[config.mk]
export PLATFORM = sky130hd
export DESIGN_NAME = mips_exec_unit
export DESIGN_NICKNAME = d
export VERILOG_FILES = /design/src/rtl/mips_exec_unit.sv
export SDC_FILE = /design/constraint.sdc
export NUM_CORES = 1
export LEC_CHECK = 0
export CORE_UTILIZATION = 54
export DETAILED_ROUTE_END_ITERATION = 8
export MAX_ROUTING_LAYER = met4
export PLACE_DENSITY = 0.88
export SETUP_SLACK_MARGIN = 0.15
export SYNTH_ARGS = -nofsm -noshare
export SYNTH_HDL_FRONTEND = slang
export SYNTH_SLANG_ARGS = --single-unit
[constraint.sdc]
create_clock -name i_clk -period 1.87 [get_ports i_clk]
set_input_delay 0.187 -clock i_clk [delete_from_list [all_inputs] [get_ports i_clk]]
set_output_delay 0.187 -clock i_clk [all_outputs]
set_load 0.005 [all_outputs]
[src/rtl/mips_exec_unit.sv]
// mips_exec_unit: registered execute stage (ALU-control decode, 32-bit ALU, branch-target adder)
// Ports: i_clk, i_reset (async, active-high), i_en (capture enable), i_alu_op/i_funct/i_rt_field (op select),
//        i_a/i_b/i_shamt (operands), i_pc/i_imm16 (branch base/offset),
//        o_result, o_zero (result==0, 1 = branch taken), o_branch_target.
module mips_exec_unit (
   input  logic        i_clk,
   input  logic        i_reset,
   input  logic        i_en,
   input  logic [3:0]  i_alu_op,
   input  logic [5:0]  i_funct,
   input  logic [4:0]  i_rt_field,
   input  logic [31:0] i_a,
   input  logic [31:0] i_b,
   input  logic [4:0]  i_shamt,
   input  logic [31:0] i_pc,
   input  logic [15:0] i_imm16,
   output logic [31:0] o_result,
   output logic        o_zero,
   output logic [31:0] o_branch_target
);
   typedef enum logic [4:0] {
      OP_ADD, OP_SUB, OP_AND, OP_OR, OP_XOR, OP_NOR, OP_SLT, OP_SLTU,
      OP_SLL, OP_SRL, OP_SRA, OP_SLLV, OP_SRLV, OP_SRAV, OP_LUI, OP_PASSA,
      OP_EQ, OP_NE, OP_LTZ, OP_GEZ, OP_GTZ, OP_LEZ
   } op_t;
   op_t         w_funct_op, w_regimm_op, w_op;
   logic [31:0] w_result, w_branch_target;
   always_comb begin
      w_funct_op = OP_ADD;
      case (i_funct)
         6'h00: w_funct_op = OP_SLL;
         6'h02: w_funct_op = OP_SRL;
         6'h03: w_funct_op = OP_SRA;
         6'h04: w_funct_op = OP_SLLV;
         6'h06: w_funct_op = OP_SRLV;
         6'h07: w_funct_op = OP_SRAV;
         6'h08, 6'h09: w_funct_op = OP_PASSA;
         6'h22, 6'h23: w_funct_op = OP_SUB;
         6'h24: w_funct_op = OP_AND;
         6'h25: w_funct_op = OP_OR;
         6'h26: w_funct_op = OP_XOR;
         6'h27: w_funct_op = OP_NOR;
         6'h2A: w_funct_op = OP_SLT;
         6'h2B: w_funct_op = OP_SLTU;
         default: w_funct_op = OP_ADD;
      endcase
   end
   // bltz/bltzal map to LTZ; everything else in REGIMM falls back to GEZ
   assign w_regimm_op = (i_rt_field == 5'd0 || i_rt_field == 5'd16) ? OP_LTZ : OP_GEZ;
   always_comb begin
      w_op = OP_ADD;
      case (i_alu_op)
         4'd1:  w_op = OP_EQ;
         4'd2:  w_op = w_funct_op;
         4'd3:  w_op = OP_AND;
         4'd4:  w_op = OP_OR;
         4'd5:  w_op = OP_XOR;
         4'd6:  w_op = OP_SLT;
         4'd7:  w_op = OP_SLTU;
         4'd8:  w_op = OP_NE;
         4'd9:  w_op = w_regimm_op;
         4'd10: w_op = OP_GTZ;
         4'd11: w_op = OP_LEZ;
         4'd12: w_op = OP_LUI;
         default: w_op = OP_ADD;
      endcase
   end
   // branch ops return 0 when taken so that zero doubles as the taken flag
   always_comb begin
      w_result = i_a + i_b;
      case (w_op)
         OP_SUB:   w_result = i_a - i_b;
         OP_AND:   w_result = i_a & i_b;
         OP_OR:    w_result = i_a | i_b;
         OP_XOR:   w_result = i_a ^ i_b;
         OP_NOR:   w_result = ~(i_a | i_b);
         OP_SLT:   w_result = {31'b0, $signed(i_a) < $signed(i_b)};
         OP_SLTU:  w_result = {31'b0, i_a < i_b};
         OP_SLL:   w_result = i_b << i_shamt;
         OP_SRL:   w_result = i_b >> i_shamt;
         OP_SRA:   w_result = $signed(i_b) >>> i_shamt;
         OP_SLLV:  w_result = i_b << i_a[4:0];
         OP_SRLV:  w_result = i_b >> i_a[4:0];
         OP_SRAV:  w_result = $signed(i_b) >>> i_a[4:0];
         OP_LUI:   w_result = {i_b[15:0], 16'h0};
         OP_PASSA: w_result = i_a;
         OP_EQ:    w_result = {31'b0, i_a != i_b};
         OP_NE:    w_result = {31'b0, i_a == i_b};
         OP_LTZ:   w_result = {31'b0, ~i_a[31]};
         OP_GEZ:   w_result = {31'b0, i_a[31]};
         OP_GTZ:   w_result = {31'b0, i_a[31] || i_a == 32'h0};
         OP_LEZ:   w_result = {31'b0, !(i_a[31] || i_a == 32'h0)};
         default:  w_result = i_a + i_b;
      endcase
   end
   assign w_branch_target = i_pc + {{14{i_imm16[15]}}, i_imm16, 2'b00};
   always_ff @(posedge i_clk or posedge i_reset) begin
      if (i_reset) begin
         o_result        <= 32'h0;
         o_zero          <= 1'b0;
         o_branch_target <= 32'h0;
      end else if (i_en) begin
         o_result        <= w_result;
         o_zero          <= (w_result == 32'h0);
         o_branch_target <= w_branch_target;
      end
   end
endmodule

==> run summary, run 1 <==
Status
• **stop err** [ERROR GRT-0116] Global routing finished with congestion. Check the congestion regions in the DRC Viewer.
• **outcome** stopped before the end
• **halt point of the flow** global routing (5_1_grt)

Logic synthesis
• **post-synth top area cell** sky130_fd_sc_hd__dfrtp_1
• **sequential element share of the synthesized area** 9.56%
• **area share of the leading cell type in the synthesized netlist** 9.56%
• **mean area per synthesized cell** 6.95 sq um
• **ranking of synthesized cells by area** sky130_fd_sc_hd__dfrtp_1 (9.6%), sky130_fd_sc_hd__ha_1 (9.5%), sky130_fd_sc_hd__nor2_1 (5.8%), sky130_fd_sc_hd__nand2_1 (5.8%), sky130_fd_sc_hd__mux2i_1 (5.5%)
• **EDFF count, synth** 0
• **total of flip-flops plus latches after synthesis** 65
• **library cells used by synthesis** 100
• **number of instances in the synthesized netlist** 2,447
• **async set or reset register ratio after synthesis** 100%
• **mapped cell area** 17,000 sq um
• **post-synthesis net count** 2,714
• **primary flip-flop cell chosen by synthesis mapping** sky130_fd_sc_hd__dfrtp_1
• **count of yosys warnings during synthesis** 0

Placement
• **input/output buffers** 198
• **final weighted congestion in routability-driven placement** 1.46
• **half-perimeter wire length after detailed placement** 89,800 um

Clock network
• **clock root buffer** sky130_fd_sc_hd__clkbuf_16
• **TritonCTS buffer count** 9
• **H-tree depth reported by CTS** 3
• **Max clock buf depth** 2
• **clock net sink count** 65

Floorplan
• **Initial Utilization** 55.3%
• **ports placed on the boundary** 200
• **height of the chip** 179 um
• **Die X** 179 um
• **row count** 64

GRT
• **largest net degree at the start of global routing** 61
• **wire length of the first global-routing pass** 278,000 um
• **overall overflow remaining after global route** 5,610
• **total routing usage reported by global routing** 117%
• **number of global-route vias before repair** 39,400

## cell usage after synthesis, types with 17 or more instances
cell and instances:
sky130_fd_sc_hd__ha_1 129, sky130_fd_sc_hd__nor2_1 262, sky130_fd_sc_hd__mux2i_1 93, sky130_fd_sc_hd__mux2_2 57, sky130_fd_sc_hd__nor3_1 64, sky130_fd_sc_hd__o21bai_1 19
sky130_fd_sc_hd__o211ai_1 69, sky130_fd_sc_hd__a22oi_1 51, sky130_fd_sc_hd__buf_2 54, sky130_fd_sc_hd__nand3_1 75, sky130_fd_sc_hd__o221ai_1 18, sky130_fd_sc_hd__nand2_1 261
sky130_fd_sc_hd__a211oi_1 83, sky130_fd_sc_hd__o22ai_1 46, sky130_fd_sc_hd__dfrtp_1 65, sky130_fd_sc_hd__a31oi_1 24, sky130_fd_sc_hd__a21oi_1 144, sky130_fd_sc_hd__inv_1 118
sky130_fd_sc_hd__clkbuf_1 116, sky130_fd_sc_hd__o21ai_0 126, sky130_fd_sc_hd__and2_1 44, sky130_fd_sc_hd__nor4_1 31, sky130_fd_sc_hd__nand2b_1 34, sky130_fd_sc_hd__xnor2_1 43
sky130_fd_sc_hd__a221oi_1 32, sky130_fd_sc_hd__and3_1 17
## per-layer routing
| metal | overflow | GRT usage (%) |
|---|---|---|
| met1 | 167 | 93.8 |
| met2 | 4505 | 169 |
| met3 | 193 | 83.9 |
| met4 | 745 | 121 |
| met5 | - | - |
## what timing repair did
| action | in CTS |
|---|---|
| gates resized for setup | 693 |
| cloned | 4 |
| setup buffers | 145 |
| hold buffers | 0 |
| endpoints found under the setup margin | 59 |
| pin swaps | 194 |
## through the flow
stage | util, % | area [sq um] | hold slack, ns | worst slack [ns] | instances
CTS | 97.7 | 30000 | 0.191 | -2.74 | 3887
floorplan | - | 17800 | 0.325 | -2.46 | 2447
global placement | 84.2 | 25900 | 0.464 | -3.67 | 3722
detailed placement | 84.2 | 25900 | 0.482 | -3.98 | 3722
## cells by family after synthesis
group / count (synthesis) / share of synthesized area (%)
and+or+nand+nor: 871 / 24.0
AOI/OAI and AO/OA: 844 / 34.9
buffers and inverters: 315 / 7.72
muxes: 166 / 11.2
adders and majority gates: 132 / 9.84
DFF: 65 / 9.56
xor gates and xnor gates: 54 / 2.78
==> run 2: changes to the inputs <==
Settings changed: CORE_UTILIZATION 54 to 40, MAX_ROUTING_LAYER met4 to unset, PLACE_DENSITY 0.88 to unset, PLACE_DENSITY_LB_ADDON set to 0.15, SETUP_SLACK_MARGIN 0.15 to unset.
Clock period 1.87 ns to 2.4 ns, I/O delays scaled along.
==> run summary, run 2 <==
GRT
• **met3 track demand over resource** 16.2%
• **number of global-route vias before repair** 26,600
• **overall overflow remaining after global route** 0
• **met1 demand-to-capacity share in global routing** 59.8%
• **most used routing layer in global routing** met2
• **wire length of the first global-routing pass** 170,000 um
• **largest net degree at the start of global routing** 66
• **total routing usage reported by global routing** 52.5%
• **global-route met2 utilization** 78.3%
• **number of antenna violations at the first check in global routing** 14

Power and ir drop
• **static power due to leakage** 0.0142 uW
• **maximum vdd drop** 0.446 mV
• **power per cell area** 362 nW/um^2

Placement
• **worst setup slack after placement** -3.64 ns, was -3.98 ns
• **final weighted congestion in routability-driven placement** 1.23, was 1.46
• **input/output buffers** 198, unchanged
• **half-perimeter wire length after detailed placement** 90,700 um, was 89,800 um

Min path
• **hold path startpoint** i_imm16[0]
• **endpoint of the worst hold-timing path** o_branch_target[2]
• **kind of path behind the tightest hold check** in -> reg
• **cell depth of the worst min-delay path** 3

STA
• **actual slew at the worst max-slew pin** 0.962 ns
• **RSZ-0062 raised after global routing** true
• **smallest hold slack** 0.229 ns
• **Pins Over Slew Limit** 0
• **Period minus WS final** 4.86 ns
• **Worst Skew** 0 ns
• **fin worst setup slack** -2.46 ns
• **f_max** 206 MHz
• **final hold vios** 0
• **relative slew slack** 35.4%
• **ratio of final minimum period to clock period** 203%
• **Setup Viol. Count Final** 48

Drt
• **post-route DRC violation count** 4
• **total number of vias** 27,500
• **first-pass iteration count of the detailed router** 9
• **initial detailed-routing violation count** 3,450
• **final routed wirelength across all metal layers** 121,000 um
• **drt via density** 6.62
• **average detailed-routed wire length per instance** 29.2 um
• **remaining antenna violation count after routing** 0

Worst setup path
• **CP arrival** 5.14 ns
• **Reg2Reg Launch Point** o_branch_target[21]
• **CP max FO** 6
• **class of the most critical setup path** in -> reg
• **cells on worst reg2reg path** 1
• **R2R Setup Slk** 1.61 ns
• **slowest library cell on the worst path** sky130_fd_sc_hd__or4_4
• **required time of the critical path** 2.68 ns
• **slowest stage delay, CP** 0.60 ns
• **critical path's top delay family** simple AND/OR/NAND/NOR gates
• **Critical Path Start Type** input port
• **cells along the critical path** buf_8 > or4b_4 > a2111oi_4 > buf_4 > nand2_4 > nor2_4 > buf_12 > buf_8 > a22oi_2 > a311oi_2 > mux2i_2 > mux2_4 > a222oi_1 > buf_4 > a41oi_4 > or4_4 > nor4_4 > nand3_1 > nor4b_2 > a32o_1
• **number of buffers and inverters on the critical path** 5
• **end of the worst register-to-register path** o_branch_target[21]
• **Critical Path Sink Type** register

Clock network
• **clock network latency to the later pin of the worst-skew pair** 0.34 ns
• **Max clock buf depth** 2, unchanged
• **clock net sink count** 65, unchanged
• **TritonCTS clock tree** built
• **H-tree depth reported by CTS** 3, unchanged
• **clock root buffer** sky130_fd_sc_hd__clkbuf_16, unchanged
• **Worst-path clk slew** 0.06 ns
• **TritonCTS buffer count** 9, unchanged

Layout
• **count of nets after finishing** 3,865
• **fraction of layout cells with a size suffix above 1** 49.1%
• **Regs by FF count** o_branch_target (32), o_result (32), o_zero (1)
• **post-synthesis to final-layout area growth** 89.7%
• **final cell utilization of the core** 76.9%
• **most common cell after layout, fill and taps aside** sky130_fd_sc_hd__buf_4
• **commonest non-fill, non-tap cells in the layout** sky130_fd_sc_hd__buf_4 (954), sky130_fd_sc_hd__nand2_1 (235), sky130_fd_sc_hd__nor2_1 (231), sky130_fd_sc_hd__clkdlybuf4s50_1 (150), sky130_fd_sc_hd__buf_6 (140)

Logic synthesis
• **Post-synth top cells** sky130_fd_sc_hd__nor2_1 (262), sky130_fd_sc_hd__nand2_1 (261), sky130_fd_sc_hd__a21oi_1 (144), sky130_fd_sc_hd__ha_1 (129), sky130_fd_sc_hd__o21ai_0 (126), unchanged
• **total of flip-flops plus latches after synthesis** 65, unchanged
• **sequential element share of the synthesized area** 9.56%, unchanged
• **area share of the leading cell type in the synthesized netlist** 9.56%, unchanged
• **mean area per synthesized cell** 6.95 sq um, unchanged
• **EDFF count, synth** 0, unchanged
• **library cells used by synthesis** 100, unchanged
• **primary flip-flop cell chosen by synthesis mapping** sky130_fd_sc_hd__dfrtp_1, unchanged
• **count of yosys warnings during synthesis** 0, unchanged
• **async set or reset register ratio after synthesis** 100%, unchanged
• **leading cell type by number of instances after synthesis** sky130_fd_sc_hd__nor2_1, unchanged
• **post-synthesis net count** 2,714, unchanged
• **post-synth top area cell** sky130_fd_sc_hd__dfrtp_1, unchanged
• **number of instances in the synthesized netlist** 2,447, unchanged
• **ranking of synthesized cells by area** sky130_fd_sc_hd__dfrtp_1 (9.6%), sky130_fd_sc_hd__ha_1 (9.5%), sky130_fd_sc_hd__nor2_1 (5.8%), sky130_fd_sc_hd__nand2_1 (5.8%), sky130_fd_sc_hd__mux2i_1 (5.5%), unchanged
• **mapped cell area** 17,000 sq um, unchanged

Floorplan
• **ports placed on the boundary** 200, unchanged
• **Placeable Area** 41,900 sq um
• **Initial Utilization** 40.5%, was 55.3%
• **row count** 75, was 64
• **height of the chip** 208 um, was 179 um
• **Die X** 208 um, was 179 um
• **area of the die** 43,300 sq um

Job
• **number of maximum-capacitance constraint violations** 0

Status
• **outcome** finished with violations, was stopped before the end
• **violated checks** design-rule violations, negative setup slack

==> run 2: cell counts after synthesis <==
Identical to the previous run, type by type.
==> run 2: final cells by class <==
type | count | area [sq um]
timing repair buffer | 1335 | 11600
sequential | 65 | 1630
inverter | 119 | 459
clock inverter | 4 | 28.8
multi-input combinational | 2068 | 17600
tap | 539 | 674
clock buffer | 11 | 253
fill | 2939 | 9680
antenna | 10 | 25.0
==> run 2: layer usage <==
layer | wire [um] | up-vias
met5 | 48 | -
met4 | 13400 | 8
met3 | 16600 | 727
met2 | 50300 | 2286
met1 | 41000 | 12900
li1 | - | 11500
==> run 2: worst max path at each step <==
| stage | from | end | cells after the start |
|---|---|---|---|
| floorplan | i_funct[1] | o_zero | 18 |
| global placement | i_funct[1] | o_zero | 21 |
| detailed placement | i_funct[1] | o_zero | 21 |
| CTS | i_alu_op[0] | o_zero | 23 |
| global route | i_funct[4] | o_zero | 23 |
| finish | i_funct[4] | o_zero | 20 |
==> run 2: repair_timing <==
item                       4_1_cts  5_1_grt
hold buffers                     0        0
gates cloned                     5        1
hold endpoints to repair         0        0
setup endpoints to repair       54       52
buffers inserted               145       91
gates resized for setup        628      322
pin swaps                      192      161
==> run 2: power by group <==
part / internal (uW) / switching, uW
registers: 1330 / 154
logic: 4300 / 4660
clock network: 749 / 504
==> run 2: stage by stage <==
stage	setup TNS, ns	total power, uW	cell area (sq um)	instances
finish	-59.42	11700	32300	4151
global route	-63.12	12000	32200	4144
CTS	-52.97	10600	30400	4079
detailed placement	-102.92	8430	26600	3928
global placement	-98.63	8320	26600	3928
floorplan	-38.45	4480	17800	2447
==> run 2: worst min-delay path, cell delays in order <==
cell and delay [ns]:
sky130_fd_sc_hd__buf_6 0.07, sky130_fd_sc_hd__ha_4 0.11, sky130_fd_sc_hd__mux2_2 0.13
==> run 2: kinds of logic (layout without fill, tap and decap cells) <==
group | Yosys count | count (layout) | share of synthesized area, %
other cells | 0 | 10 | 0
flops | 65 | 65 | 9.56
compound gates | 844 | 844 | 34.9
fa+ha+maj | 132 | 132 | 9.84
xor+xnor | 54 | 54 | 2.78
simple gates | 871 | 872 | 24.0
buf+inv | 315 | 1469 | 7.72
mux | 166 | 166 | 11.2
(Power assumes the default switching activity.)
